<file path="config.mk">
export PLATFORM = sky130hd
export DESIGN_NAME = cube_state_deserializer
export DESIGN_NICKNAME = d
export VERILOG_FILES = /design/src/rtl/cube_state_deserializer.sv
export SDC_FILE = /design/constraint.sdc
export NUM_CORES = 1
export LEC_CHECK = 0
export BUFFER_PORTS_ARGS = -buffer_cell sky130_fd_sc_hd__buf_2
export CAP_MARGIN = 20
export CORE_MARGIN = 5
export CORE_UTILIZATION = 55
export CTS_BUF_LIST = sky130_fd_sc_hd__clkbuf_2
export CTS_CLUSTER_DIAMETER = 150
export DETAILED_ROUTE_END_ITERATION = 8
export GPL_ROUTABILITY_DRIVEN = 0
export PLACE_DENSITY_LB_ADDON = 0.2
export SETUP_SLACK_MARGIN = 0.4
export SLEW_MARGIN = 15
export SYNTH_ARGS = -nofsm -noshare
export SYNTH_HDL_FRONTEND = slang
export SYNTH_SLANG_ARGS = --single-unit
</file>
<file path="constraint.sdc">
create_clock -name clk -period 4.1 [get_ports clk]
set_clock_uncertainty 0.2 [all_clocks]
set_input_delay 0.41 -clock clk [delete_from_list [all_inputs] [get_ports clk]]
set_output_delay 0.41 -clock clk [all_outputs]
set_load 0.01 [all_outputs]
</file>
<file path="src/rtl/cube_state_deserializer.sv">
// Assembles 15 host-link bytes into a 120-bit packed cube-state word, range-checks
// the orientation/position fields and releases the word to the buffer stage as d/load.
module cube_state_deserializer #(
  parameter int unsigned NUM_BYTES      = 15,
  parameter int unsigned TIMEOUT_CYCLES = 1024,
  parameter bit          CHECK_EN       = 1'b1
) (
  input  logic                   clk,
  input  logic                   rst,
  input  logic [7:0]             in_data,
  input  logic                   in_valid,
  output logic                   in_ready,
  input  logic                   hold,
  output logic                   load,
  output logic [NUM_BYTES*8-1:0] d,
  output logic                   err_range,
  output logic                   err_timeout,
  output logic [15:0]            frame_cnt
);

  localparam int unsigned WORD_W     = NUM_BYTES * 8;
  localparam int unsigned CNT_W      = $clog2(NUM_BYTES);
  localparam int unsigned IDX_W      = $clog2(WORD_W);
  localparam int unsigned TMR_W      = $clog2(TIMEOUT_CYCLES + 1);
  localparam int unsigned NUM_PIECES = 12;
  localparam int unsigned CDIR_LSB   = 36;
  localparam int unsigned EPOS_LSB   = 60;

  localparam logic [CNT_W-1:0] LAST_BYTE = CNT_W'(NUM_BYTES - 1);
  localparam logic [TMR_W-1:0] TMR_LAST  = TMR_W'(TIMEOUT_CYCLES - 1);

  // LOAD waits out hold; DRAIN is the cycle in which the registered load pulse is high.
  typedef enum logic [1:0] {
    COLLECT = 2'd0,
    CHECK   = 2'd1,
    LOAD    = 2'd2,
    DRAIN   = 2'd3
  } state_t;

  state_t            state;
  logic [CNT_W-1:0]  count;
  logic [TMR_W-1:0]  timer;
  logic [WORD_W-1:0] asm_q;
  logic [IDX_W-1:0]  byte_lsb_c;
  logic              range_bad_c;
  logic              xfer_c;

  assign xfer_c     = in_valid && in_ready;
  assign byte_lsb_c = IDX_W'({count, 3'b000});

  // Any edge position >= 12 or corner orientation == 3 marks an impossible cube state.
  always_comb begin
    range_bad_c = 1'b0;
    for (int i = 0; i < NUM_PIECES; i++) begin
      if (asm_q[EPOS_LSB + 4*i +: 4] >= 4'd12) range_bad_c = 1'b1;
      if (asm_q[CDIR_LSB + 2*i +: 2] == 2'd3)  range_bad_c = 1'b1;
    end
  end

  always_ff @(posedge clk) begin
    if (rst) begin
      state       <= COLLECT;
      count       <= '0;
      timer       <= '0;
      asm_q       <= '0;
      in_ready    <= 1'b1;
      load        <= 1'b0;
      d           <= '0;
      err_range   <= 1'b0;
      err_timeout <= 1'b0;
      frame_cnt   <= '0;
    end else begin
      load        <= 1'b0;
      err_range   <= 1'b0;
      err_timeout <= 1'b0;

      case (state)
        COLLECT: begin
          if (xfer_c) begin
            asm_q[byte_lsb_c +: 8] <= in_data;
            timer                  <= '0;
            if (count == LAST_BYTE) begin
              count    <= '0;
              in_ready <= 1'b0;
              state    <= CHECK;
            end else begin
              count <= count + 1'b1;
            end
          end else if (count != '0) begin
            if (timer == TMR_LAST) begin
              err_timeout <= 1'b1;
              count       <= '0;
              timer       <= '0;
            end else begin
              timer <= timer + 1'b1;
            end
          end
        end

        CHECK: begin
          if (CHECK_EN && range_bad_c) begin
            err_range <= 1'b1;
            in_ready  <= 1'b1;
            state     <= COLLECT;
          end else if (!hold) begin
            d         <= asm_q;
            load      <= 1'b1;
            frame_cnt <= frame_cnt + 16'd1;
            state     <= DRAIN;
          end else begin
            state <= LOAD;
          end
        end

        LOAD: begin
          if (!hold) begin
            d         <= asm_q;
            load      <= 1'b1;
            frame_cnt <= frame_cnt + 16'd1;
            state     <= DRAIN;
          end
        end

        DRAIN: begin
          in_ready <= 1'b1;
          state    <= COLLECT;
        end

        default: begin
          in_ready <= 1'b1;
          count    <= '0;
          timer    <= '0;
          state    <= COLLECT;
        end
      endcase
    end
  end

endmodule

</file>
### After elaboration in Yosys (flattened, before gate mapping)

Index checks and enable logic that the tools add are counted.

| word-level totals | value |
|---|---|
| flip-flop bits (word level) | 277 |
| input bits | 12 |
| output and inout port bits | 140 |
| word-level logic and storage cells | 121 |

| operators by class | value |
|---|---|
| $add $sub $neg | 4 |
| order comparisons | 12 |
| eq/ne operators | 22 |
| shift operators | 2 |
| muxes and demuxes | 53 |
| bitwise gates (word level) | 3 |
| reduce and logical (&&, ||, !) cells | 15 |

Operator list:

| cell | count |
|---|---|
| $mux 120 | 2 |
| $pmux 120 s2 | 1 |
| $bwmux 120 | 1 |
| $shift 8x9->120 const A | 1 |
| $shiftx 8x9->120 | 1 |
| $ge 4x4->1 const B | 12 |
| $mux 11 | 3 |
| $mux 1 | 32 |
| $mux 16 | 2 |
| $pmux 16 s2 | 1 |
| $eq 2x2->1 const B | 14 |
| $add 16x1->16 const B | 1 |
| $mux 4 | 4 |
| $add 11x1->11 const B | 1 |
| $eq 11x10->1 const B | 1 |
| $ne 2x2->1 const B | 5 |
| $neg 7->9 | 1 |
| $mux 2 | 4 |
| $pmux 2 s4 | 1 |
| $reduce_and 2->1 | 3 |
| $reduce_and 3->1 | 2 |
| $reduce_bool 2->1 | 3 |
| $add 4x1->4 const B | 1 |
| $eq 4x4->1 const B | 1 |
| 11 further kinds | 13 |

### Depth between registers and ports, before layout

Gate-level depths: netlist (run 1).

| depth | value |
|---|---|
| depth after elaboration | 27 |
| depth in mapped cells | 10 |
| depth with buffers taken out | 8 |

### Worst setup path after synthesis (run 1)

OpenSTA, ideal clock, no wires.

| timing | value |
|---|---|
| path type | reg2reg |
| from | reg count[0] |
| to | reg asm_q[80] |
| library setup time | 128 ps |
| arrival | 2087 ps |
| data required time | 3772 ps |
| path slack | 1685 ps |
| cell stages (with the launch flop) | 10 |
| buffers on the path | 1 |
| period minus slack after synthesis | 2415 ps |
| cell sequence | dfxtp_1 -> inv_1 -> ha_1 -> or2_2 -> o21ai_0 -> a22o_1 -> nor3b_1 -> buf_2 -> mux2i_1 -> nor2_1 |

| between the ends | value |
|---|---|
| longest elaborated chain between the ends | 3 |
| elaborated cells on any way between the ends | 4 |
| classes of those cells | add/sub (1); shift (2); mux (1) |

RTL lines:

| item | line | text |
|---|---|---|
| start, declared | 41 | `logic [CNT_W-1:0] count;` |
| start signal, assigned | 87 | `count <= count + 1'b1;` |
| $neg 7->9 (*) | 80 | `asm_q[byte_lsb_c +: 8] <= in_data;` |
| $shiftx 8x9->120 or $shift 8x9->120 (tied branches) | 80 |  |
| $bwmux 120 (*) | 80 |  |
| end signal, assigned by index | 80 |  |
| end, declared | 43 | `logic [WORD_W-1:0] asm_q;` |

Mark *: on every way between the ends. The rest lies on a longest branch, timed or not.
A chain may end at the register's enable or synchronous reset.

### Worst setup path in the final report (run 1)

| timing | value |
|---|---|
| from | reg count[0] |
| to | reg asm_q[112] |

Same word-level chain as after synthesis.

==> results.py, run 1 <==
metrics = {
    "worst_setup_path": {
        "reg2reg_to": "asm_q[112]",
        "r2r-start": "count[0]",
        "reg2reg_depth": 7,
        "start_kind": "flip-flop",
        "path_max_fanout": 16,
        "critPathKind": "reg2reg",
        "required_ns": 4.57,
        "cp-end-kind": "flip-flop",
        "r2r_slack_ns": 0.87,
        "cp_data_arrival_time_ns": 3.70,
        "critPathLaunch": "count[0]",
        "worstSetupEndpoint": "asm_q[112]",
    },
    "yosys": {
        "yosys.area_share.simple_pct": 21.8,
        "synthTopCellsByArea": "dfxtp_1 53%, nand2_1 11%, mux2i_1 7.6%, a21oi_1 7.5%, nor2_1 4.2%",
        "syn_nets": 1247,
        "synth_mux_area_share_pct": 7.73,
        "synth_commonest_cells": "302 x nand2_1, 277 x dfxtp_1, 157 x a21oi_1",
        "yosys_most_used_dff": "dfxtp_1",
        "yosysTopAreaCell": "dfxtp_1",
        "synth_edf_count": 0,
        "synth_top_cell_area_share_pct": 52.8,
        "syn_inst": 1225,
        "synthXorXnorAreaFrac_pct": 0.667,
        "yosysSeqAreaShare_pct": 52.8,
        "synth_compound_area_share_pct": 12.4,
        "ys_ff_latch": 277,
        "ys_types": 43,
        "synth_top_family_by_area": "simple AND/OR/NAND/NOR gates",
        "synth_area_um2": 10500,
        "yosysWarnings": 0,
        "synth-async-reset-ratio_pct": 0,
        "yosysMostFrequentCell": "nand2_1",
        "synth_fa_ha_area_share_pct": 1.19,
        "syn_avg_cell_area_um2": 8.58,
    },
    "cells_and_area": {
        "areaGrowthSynthToFinish_pct": 13.9,
        "stdcell_area_um2": 12000,
        "design.final.nets": 1405,
        "post-route-util_pct": 63.8,
        "fillers": 1699,
        "drive_gt1_share_pct": 19.0,
    },
    "floorplan": {
        "ioPinCount": 152,
        "core_um2": 18800,
        "die_area_um2": 22000,
        "fp-row-count": 50,
        "die_x_um": 148,
        "start_util_pct": 56.0,
        "die_y_um": 148,
    },
    "route": {
        "ant_nets": 0,
        "met1_length_um": 12300,
        "num_vias": 9070,
        "wire_per_inst_um": 16.1,
        "wl_met3_um": 2120,
        "wl_met2_um": 11800,
        "finalWirelength_um": 26700,
        "top_layer": "met4",
        "via_per_inst": 5.46,
        "drc": 0,
        "drt-initial-drc-count": 713,
        "drtPass1Iterations": 5,
    },
    "timing": {
        "period_share_pct": 78.9,
        "min_period_ns": 3.23,
        "finalHoldViolCount": 0,
        "fmax_ghz": 0.309,
        "finalSetupViolations": 0,
        "rsz0062_at_grt": "false",
        "worst_pin_slew_ns": 0.922,
        "slew_headroom_pct": 38.5,
        "finalSetupTns_ns": 0,
        "drv_slew": 0,
    },
    "clock_tree": {
        "cts-root-buf": "clkbuf_2",
        "cts_sinks": 277,
        "insertion_delay_ns": 0.83,
        "htreeDepth": 3,
        "cts_tree": "yes",
        "cts_buffers": 70,
        "cts_resized": 0,
        "clk_pin_slew_ns": 0.10,
        "cts_buffer_depth": 3,
    },
    "min_path": {
        "hold_path.class": "in2reg",
    },
    "global_route": {
        "antenna_found_initial": 2,
        "grt_pass1_vias": 8343,
        "grt_pass1_wl_um": 42600,
        "grt_overflow_total": 0,
        "grt_max_degree": 142,
        "grt_use_total_pct": 23.6,
    },
    "pwr": {
        "powerDensity_nw_per_um2": 405,
        "finalPower_mw": 4.85,
        "peakVddDrop_v": 0.000232,
        "p_leak_nw": 5.23,
    },
    "job": {
        "cap_violations": 0,
    },
    "outcome": {
        "outcome": "complete, no violations",
    },
    "placement": {
        "portBuffers": 151,
        "place_hpwl_um": 17100,
        "dpl_cell_area_um2": 11300,
    },
}
[where the power goes]
| part | switching (mW) | internal (mW) | total (mW) |
|---|---|---|---|
| Sequential | 0.0247 | 2.71 | 2.74 |
| Clock | 1.06 | 0.618 | 1.68 |
| Combinational | 0.330 | 0.109 | 0.438 |
| Total | 1.41 | 3.44 | 4.85 |
[per-stage QoR]
stage,setup slack [ns],hold slack [ns],std cells
finish,0.866,0.0438,1660
global route,0.578,0.0810,1660
CTS,0.976,0.0292,1658
detailed placement,1.00,0.243,1535
global placement,1.15,0.239,1535
floorplan,1.69,0.231,1225
[per-layer routing]
metal	vias up	global-route usage, %
met5	-	0
met4	0	7.76
met3	40	6.70
met2	310	34.9
met1	4234	33.5
li1	4486	-
[worst min path at each step]
stage,startpoint,end,cells after the start
after floorplan,asm_q[80],d[80],2
after detailed placement,d[86],d[86],2
after global placement,d[75],d[75],2
after CTS,rst,asm_q[10],2
after global routing,rst,asm_q[50],2
final,rst,count[1],2
[cells by family after synthesis]
kind of cell               count (synthesis)
and+or+nand+nor                          531
DFF                                      277
AOI/OAI and AO/OA                        228
buffers and inverters                     90
muxes                                     81
adders and majority gates                 10
xor gates and xnor gates                   8
[worst max-delay path: stages (launching register included)]
cell and delay [ns]:
dfxtp_1 0.57, inv_1 0.18, ha_1 0.54, nand3_1 0.15, nor2_1 0.58, nand2_1 0.49
mux2i_1 0.30, nor2_1 0.06
[cell type report]
| cell class | count | area [µm²] | share of cell area [%] |
|---|---|---|---|
| Clock inverter | 18 | 71.3 | 0.596 |
| Multi-Input combinational cell | 858 | 4610 | 38.5 |
| Tap cell | 234 | 293 | 2.45 |
| Timing Repair Buffer | 169 | 950 | 7.93 |
| Antenna cell | 2 | 5.00 | 0.0418 |
| Inverter | 7 | 26.3 | 0.219 |
| Clock buffer | 95 | 475 | 3.97 |
| Sequential cell | 277 | 5550 | 46.3 |
[flip-flops by register name, summed over array words and instances (netlist names), named ones only]
register     cells
asm_q          120
d              120
frame_cnt       16
timer           11
count            4
err_range        1
err_timeout      1
in_ready         1
load             1
state            1
[cells in the final DEF, fill, tap and decap left out, drive strengths merged, types with 3 or more instances in the layout]
cell / Yosys / routed
or2: 3 / 3
inv: 7 / 9
nand3b: 17 / 17
o21ai: 31 / 31
or3: 10 / 10
nor2b: 4 / 4
clkinv: 0 / 15
clkbuf: 67 / 96
a311oi: 3 / 3
dfxtp: 277 / 277
a22oi: 12 / 12
ha: 10 / 10
or4: 6 / 6
and2: 3 / 3
a21oi: 157 / 157
dlygate4sd3: 0 / 10
and4: 6 / 6
nand2: 302 / 302
o21a: 3 / 3
o31ai: 7 / 7
xor2: 6 / 6
nand2b: 3 / 3
nand3: 28 / 28
mux2i: 80 / 80
and3: 12 / 12
nand4: 10 / 10
a22o: 5 / 5
nor4: 3 / 3
a221oi: 4 / 4
buf: 16 / 158
nor2: 118 / 118
[repair_timing]
action / in CTS / in global routing
endpoints found under the hold margin: 97 / 0
hold buffers: 10 / 0
buffers inserted: 0 / 0
Note: power is estimated with default switching activity, not from simulation.
==> inputs of run 2 (changes only) <==
- CORE_UTILIZATION: 55 -> 53
- clock period: 4.1 -> 2.71 ns (I/O delays scaled with it)
==> run 2 against run 1 <==
Compared with the run above: hold slack improved by 0.12 ns; sequential share of layout area decreased by 3.0 points; sequential power increased by 51%; cell count increased by 4.8%; wire length increased by 11%; fmax increased by 40%; register-to-register slack got worse by 0.47 ns; total power increased by 59%; combinational power increased by 130%; non-clock buffer count increased by 46; critical endpoint is now asm_q[96].
==> results.py, run 2 (synthesis gave the netlist of run 1 again) <==
metrics = {
    "clock_tree": {
        "cts_buffer_depth": 3,
        "htreeDepth": 3,
        "cts_tree": "yes",
        "insertion_delay_ns": 0.81,
        "clk_pin_slew_ns": 0.11,
        "cts-root-buf": "clkbuf_2",
        "cts_sinks": 277,
        "cts_buffers": 68,
    },
    "pwr": {
        "p_leak_nw": 5.58,
        "p_int_mw": 5.42,
        "powerDensity_nw_per_um2": 601,
        "p_sw_mw": 2.27,
        "swShare_pct": 29.5,
        "peakVddDrop_v": 0.000379,
        "pwr-share-seq_pct": 53.7,
        "p_clk_share_pct": 33.3,
        "power_frac_comb_pct": 13.0,
        "finalPower_mw": 7.69,
    },
    "global_route": {
        "grt_use_met3_pct": 6.64,
        "grt_pass1_wl_um": 44200,
        "use_met1_pct": 32.8,
        "grt_use_total_pct": 24.3,
        "grt_max_degree": 79,
        "grt_overflow_total": 0,
        "grt-busiest-layer": "met2",
        "grt_pass1_vias": 8792,
        "grtUsageMet2_pct": 37.4,
        "antenna_found_initial": 1,
    },
    "cells_and_area": {
        "final_common_cell": "nand2_1",
        "regArea_um2": 5550,
        "largestRegisters": "asm_q x120, d x120, frame_cnt x16",
        "drive_gt1_share_pct": 23.6,
        "fillers": 1715,
        "final_cell_mix": "301 x nand2_1, 271 x dfxtp_1, 153 x a21oi_1",
        "areaGrowthSynthToFinish_pct": 21.9,
        "multi_input_area_um2": 4780,
        "design.final.nets": 1451,
    },
    "floorplan": {
        "die_x_um": 151,
        "fp-row-count": 51,
        "die_area_um2": 22700,
        "ioPinCount": 152,
        "core_um2": 19500,
        "start_util_pct": 54.0,
        "die_y_um": 151,
    },
    "timing": {
        "slew_headroom_pct": 62.9,
        "period_share_pct": 85.4,
        "worst_pin_slew_ns": 0.555,
        "drv_slew": 0,
        "finalSetupTns_ns": 0,
        "finalHoldViolCount": 0,
        "min_period_ns": 2.32,
        "finalSetupViolations": 0,
        "rsz0062_at_grt": "true",
        "fmax_ghz": 0.432,
    },
    "route": {
        "drc": 0,
        "finalWirelength_um": 29600,
        "via_per_inst": 5.39,
        "ant_nets": 0,
        "drt-initial-drc-count": 597,
        "num_vias": 9379,
        "drtPass1Iterations": 5,
        "wire_per_inst_um": 17.0,
    },
    "worst_setup_path": {
        "path_buf_inv": 3,
        "path_max_fanout": 8,
        "start_kind": "flip-flop",
        "required_ns": 3.17,
        "cp_top_family": "simple AND/OR/NAND/NOR gates",
        "r2r-start": "count[0]",
        "reg2reg_to": "asm_q[96]",
        "reg2reg_depth": 10,
        "path_cells": "inv_2, ha_4, or2_2, o21ai_2, a22o_1, buf_4, nand3_1, buf_4, mux2i_1, nor2_1",
        "cpPeakStageDelay_ns": 0.35,
        "worst_path_most_repeated_cell": "buf_4",
        "cp-end-kind": "flip-flop",
        "r2r_slack_ns": 0.39,
        "cp_data_arrival_time_ns": 2.77,
        "cp_num_cells": 10,
        "critPathKind": "reg2reg",
        "slowest_stage": "dfxtp_2",
    },
    "min_path": {
        "whs_endpoint": "load",
        "min_from": "hold",
        "hold_path.class": "in2reg",
        "whs_path_depth": 4,
    },
    "outcome": {
        "outcome": "complete, no violations",
    },
    "placement": {
        "place_hpwl_um": 18000,
        "portBuffers": 151,
    },
    "job": {
        "cap_violations": 0,
    },
}
## run 2: cell types whose count changed in the layout (fill, tap and decap cells not counted), moves of 6 or more
cell	delta
buf_4	+22
dfxtp_1	-6
dfxtp_2	+6
clkbuf_16	+6
buf_12	+7
buf_6	+8
## run 2: cell type report
type                            count  area share (%)
Clock inverter                     18           0.586
Inverter                            7           0.205
Clock buffer                       96            3.75
Antenna cell                        1          0.0195
Sequential cell                   277            43.3
Timing Repair Buffer              215            12.2
Multi-Input combinational cell    860            37.3
Tap cell                          265            2.59
## run 2: what timing repair did
item                       4_1_cts  5_1_grt
pin swaps                        6        9
setup endpoints to repair      181      165
resized for setup               11       36
buffers inserted                12        6
hold buffers                    13        0
hold endpoints to repair       144        0
cloned                           2        6
## run 2: per-stage QoR
| stage | worst slack (ns) | cell area (µm²) | util (%) | hold WS, ns | std cells |
|---|---|---|---|---|---|
| after detailed placement | 0.158 | 11600 | 59.4 | 0.244 | 1585 |
| after floorplan | 0.445 | 10500 | - | 0.231 | 1225 |
| after global placement | 0.275 | 11600 | 59.4 | 0.239 | 1585 |
| final | 0.395 | 12800 | 65.8 | 0.159 | 1739 |
| after CTS | 0.353 | 12500 | 64.0 | 0.137 | 1726 |
| after global routing | 0.313 | 12800 | 65.8 | 0.155 | 1739 |
## run 2: metal layers
metal	vias up	part of all wire, %
li1	4591	-
met4	0	1.9
met2	307	45
met1	4437	45
met5	-	0
met3	44	8.1
## run 2: worst max-delay path by stage
| stage | start | end |
|---|---|---|
| 3_3_place_gp | state[0] | d[54] |
| 3_5_place_dp | state[0] | d[26] |
| 5_1_grt | count[1] | asm_q[100] |
| 2_1_floorplan | count[0] | asm_q[80] |
| 6_report | count[0] | asm_q[96] |
| 4_1_cts | count[0] | asm_q[73] |
## run 2: power groups by stage
stage	registers, mW	clock network, mW	logic, mW
after floorplan	4.23	0	0.489
after global placement	4.22	0	0.711
after detailed placement	4.23	0	0.712
after CTS	4.13	2.61	0.807
after global routing	4.14	2.86	1.06
final	4.13	2.56	0.999
## run 2: worst register-to-register path, cell delays in order (launching register included)
cell and delay (ns):
dfxtp_2 0.35, inv_2 0.07, ha_4 0.19, or2_2 0.28, o21ai_2 0.13, a22o_1 0.22, buf_4 0.14, nand3_1 0.16
buf_4 0.23, mux2i_1 0.15, nor2_1 0.05
==> inputs of run 3 (changes only) <==
==> constraint.sdc (replaced) <==
create_clock -name clk -period 2.71 [get_ports clk]
set_clock_uncertainty 0.2 [all_clocks]
set_input_delay 0.813 -clock clk [delete_from_list [all_inputs] [get_ports clk]]
set_output_delay 0.813 -clock clk [all_outputs]
set_load 0.01 [all_outputs]
==> run 3 against run 2 <==
Compared with the run above: register-to-register slack worse by 0.06 ns; combinational power down 5.7%; fmax is 2.7% lower; critical endpoint is now frame_cnt[10]; largest power group unchanged.
==> results.py, run 3 (synthesis gave the netlist of run 1 again) <==
metrics = {
    "global_route": {
        "grt_overflow_total": 0,
        "grt_max_degree": 70,
        "antenna_found_initial": 1,
        "grt_use_total_pct": 25.4,
        "grt_pass1_wl_um": 46500,
        "grt_pass1_vias": 9155,
    },
    "timing": {
        "worst_pin_slew_ns": 0.636,
        "period_share_pct": 87.8,
        "fmax_ghz": 0.420,
        "drv_slew": 0,
        "finalSetupViolations": 0,
        "min_period_ns": 2.38,
        "rsz0062_at_grt": "true",
        "finalSetupTns_ns": 0,
        "setup_slack_ns": 0.332,
        "slew_headroom_pct": 57.4,
        "finalHoldViolCount": 0,
    },
    "pwr": {
        "pwr-share-seq_pct": 52.8,
        "p_int_mw": 5.50,
        "p_leak_nw": 5.88,
        "p_clk_share_pct": 35.2,
        "powerDensity_nw_per_um2": 564,
        "power_frac_comb_pct": 12.0,
        "p_sw_mw": 2.32,
        "peakVddDrop_v": 0.000398,
        "swShare_pct": 29.7,
    },
    "route": {
        "drtPass1Iterations": 5,
        "ant_nets": 0,
        "drt-initial-drc-count": 723,
        "wire_per_inst_um": 17.6,
        "finalWirelength_um": 31300,
        "via_per_inst": 5.52,
        "drc": 0,
        "num_vias": 9813,
    },
    "clock_tree": {
        "cts_buffer_depth": 3,
        "hold_buffers": 0,
        "cts_buffers": 69,
        "cts_sinks": 277,
        "insertion_delay_ns": 0.81,
        "cts-root-buf": "clkbuf_2",
        "htreeDepth": 3,
        "cts_tree": "yes",
        "clk_pin_slew_ns": 0.10,
    },
    "worst_setup_path": {
        "cp-end-kind": "flip-flop",
        "cp_data_arrival_time_ns": 2.91,
        "start_kind": "flip-flop",
        "critPathKind": "reg2reg",
        "slowest_stage": "or4_1",
        "path_max_fanout": 8,
        "path_cells": "a22o_1, a221oi_2, and4_4, a31oi_4, or4_1, a21oi_1",
        "cpPeakStageDelay_ns": 0.56,
        "path_buf_inv": 0,
        "cp_top_family": "simple AND/OR/NAND/NOR gates",
        "required_ns": 3.24,
    },
    "cells_and_area": {
        "areaGrowthSynthToFinish_pct": 32.0,
        "fin_cells": 1777,
        "final_cell_mix": "299 x nand2_1, 154 x a21oi_1, 138 x dfxtp_1",
        "final_common_cell": "nand2_1",
        "largestRegisters": "asm_q x120, d x120, frame_cnt x16",
        "design.final.nets": 1478,
        "drive_gt1_share_pct": 34.7,
    },
    "floorplan": {
        "start_util_pct": 54.0,
        "core_um2": 19500,
        "die_x_um": 151,
        "fp-row-count": 51,
        "die_y_um": 151,
        "die_area_um2": 22700,
        "ioPinCount": 152,
    },
    "placement": {
        "portBuffers": 151,
        "post-place-ws_ns": 0.0564,
        "place_hpwl_um": 18100,
        "dp_cells": 1587,
    },
    "job": {
        "cap_violations": 0,
    },
    "outcome": {
        "outcome": "complete, no violations",
    },
    "min_path": {
        "hold_path.class": "in2reg",
    },
}
[run 3: changes by cell type in the layout (fill, tap and decap cells not counted), sizes merged]
cell,change
buf,+39
clkbuf,-1
a31oi,+1
clkinvlp,-1
dlygate4sd3,-11
bufinv,+1
clkinv,+10
[run 3: power by group through the flow]
stage | sequential [mW] | combinational [mW] | clock, mW
after floorplan | 4.23 | 0.494 | 0
after global placement | 4.23 | 0.713 | 0
after detailed placement | 4.23 | 0.720 | 0
after CTS | 4.13 | 0.782 | 2.79
after global routing | 4.14 | 0.999 | 3.06
final | 4.13 | 0.942 | 2.76
[run 3: layout make-up]
type	count	area, µm²
Antenna cell	1	2.50
Clock buffer	98	490
Clock inverter	28	138
Fill cell	1503	5590
Inverter	7	26.3
Multi-Input combinational cell	861	4770
Sequential cell	277	5730
Tap cell	265	332
Timing Repair Buffer	240	2390
[run 3: stage by stage]
stage          area, µm²  hold WS (ns)  utilization [%]  power, mW
6_report           13900         0.140             71.3       7.83
2_1_floorplan      10500         0.231                -       4.72
5_1_grt            13900         0.140             71.3       8.19
3_3_place_gp       11600         0.239             59.6       4.94
4_1_cts            13300         0.143             68.3       7.71
3_5_place_dp       11600         0.242             59.6       4.95
[run 3: path summary, 6_finish.rpt]
kind,startpoint,endpoint,slack [ns],depth (start not counted)
max,asm_q[39],frame_cnt[10],0.33,6
min,hold,load,0.14,3
max reg2reg,asm_q[39],frame_cnt[10],0.33,6
min reg2reg,asm_q[29],d[29],0.22,2
[run 3: metal layers]
metal  track usage [%]  routed length [µm]  vias up  part of all wire [%]
met4              8.84                 927        0                   3.0
met2              39.9               14200      420                    45
met1              34.3               13200     4644                    42
met3              6.43                2970       80                   9.5
met5                 0                   0        -                     0
li1                  -                   -     4669                     -
[run 3: what timing repair did]
action | 4_1_cts | 5_1_grt
cloned | 2 | 6
endpoints found under the setup margin | 309 | 293
resized for setup | 236 | 65
buffers inserted | 30 | 25
pin swaps | 5 | 11
[run 3: worst register-to-register path, delay by kind of cell, from the launching register on]
kind | cells | cell delay (ns)
DFF | 1 | 0.36
AOI/OAI and AO/OA | 4 | 0.85
and+or+nand+nor | 2 | 0.89
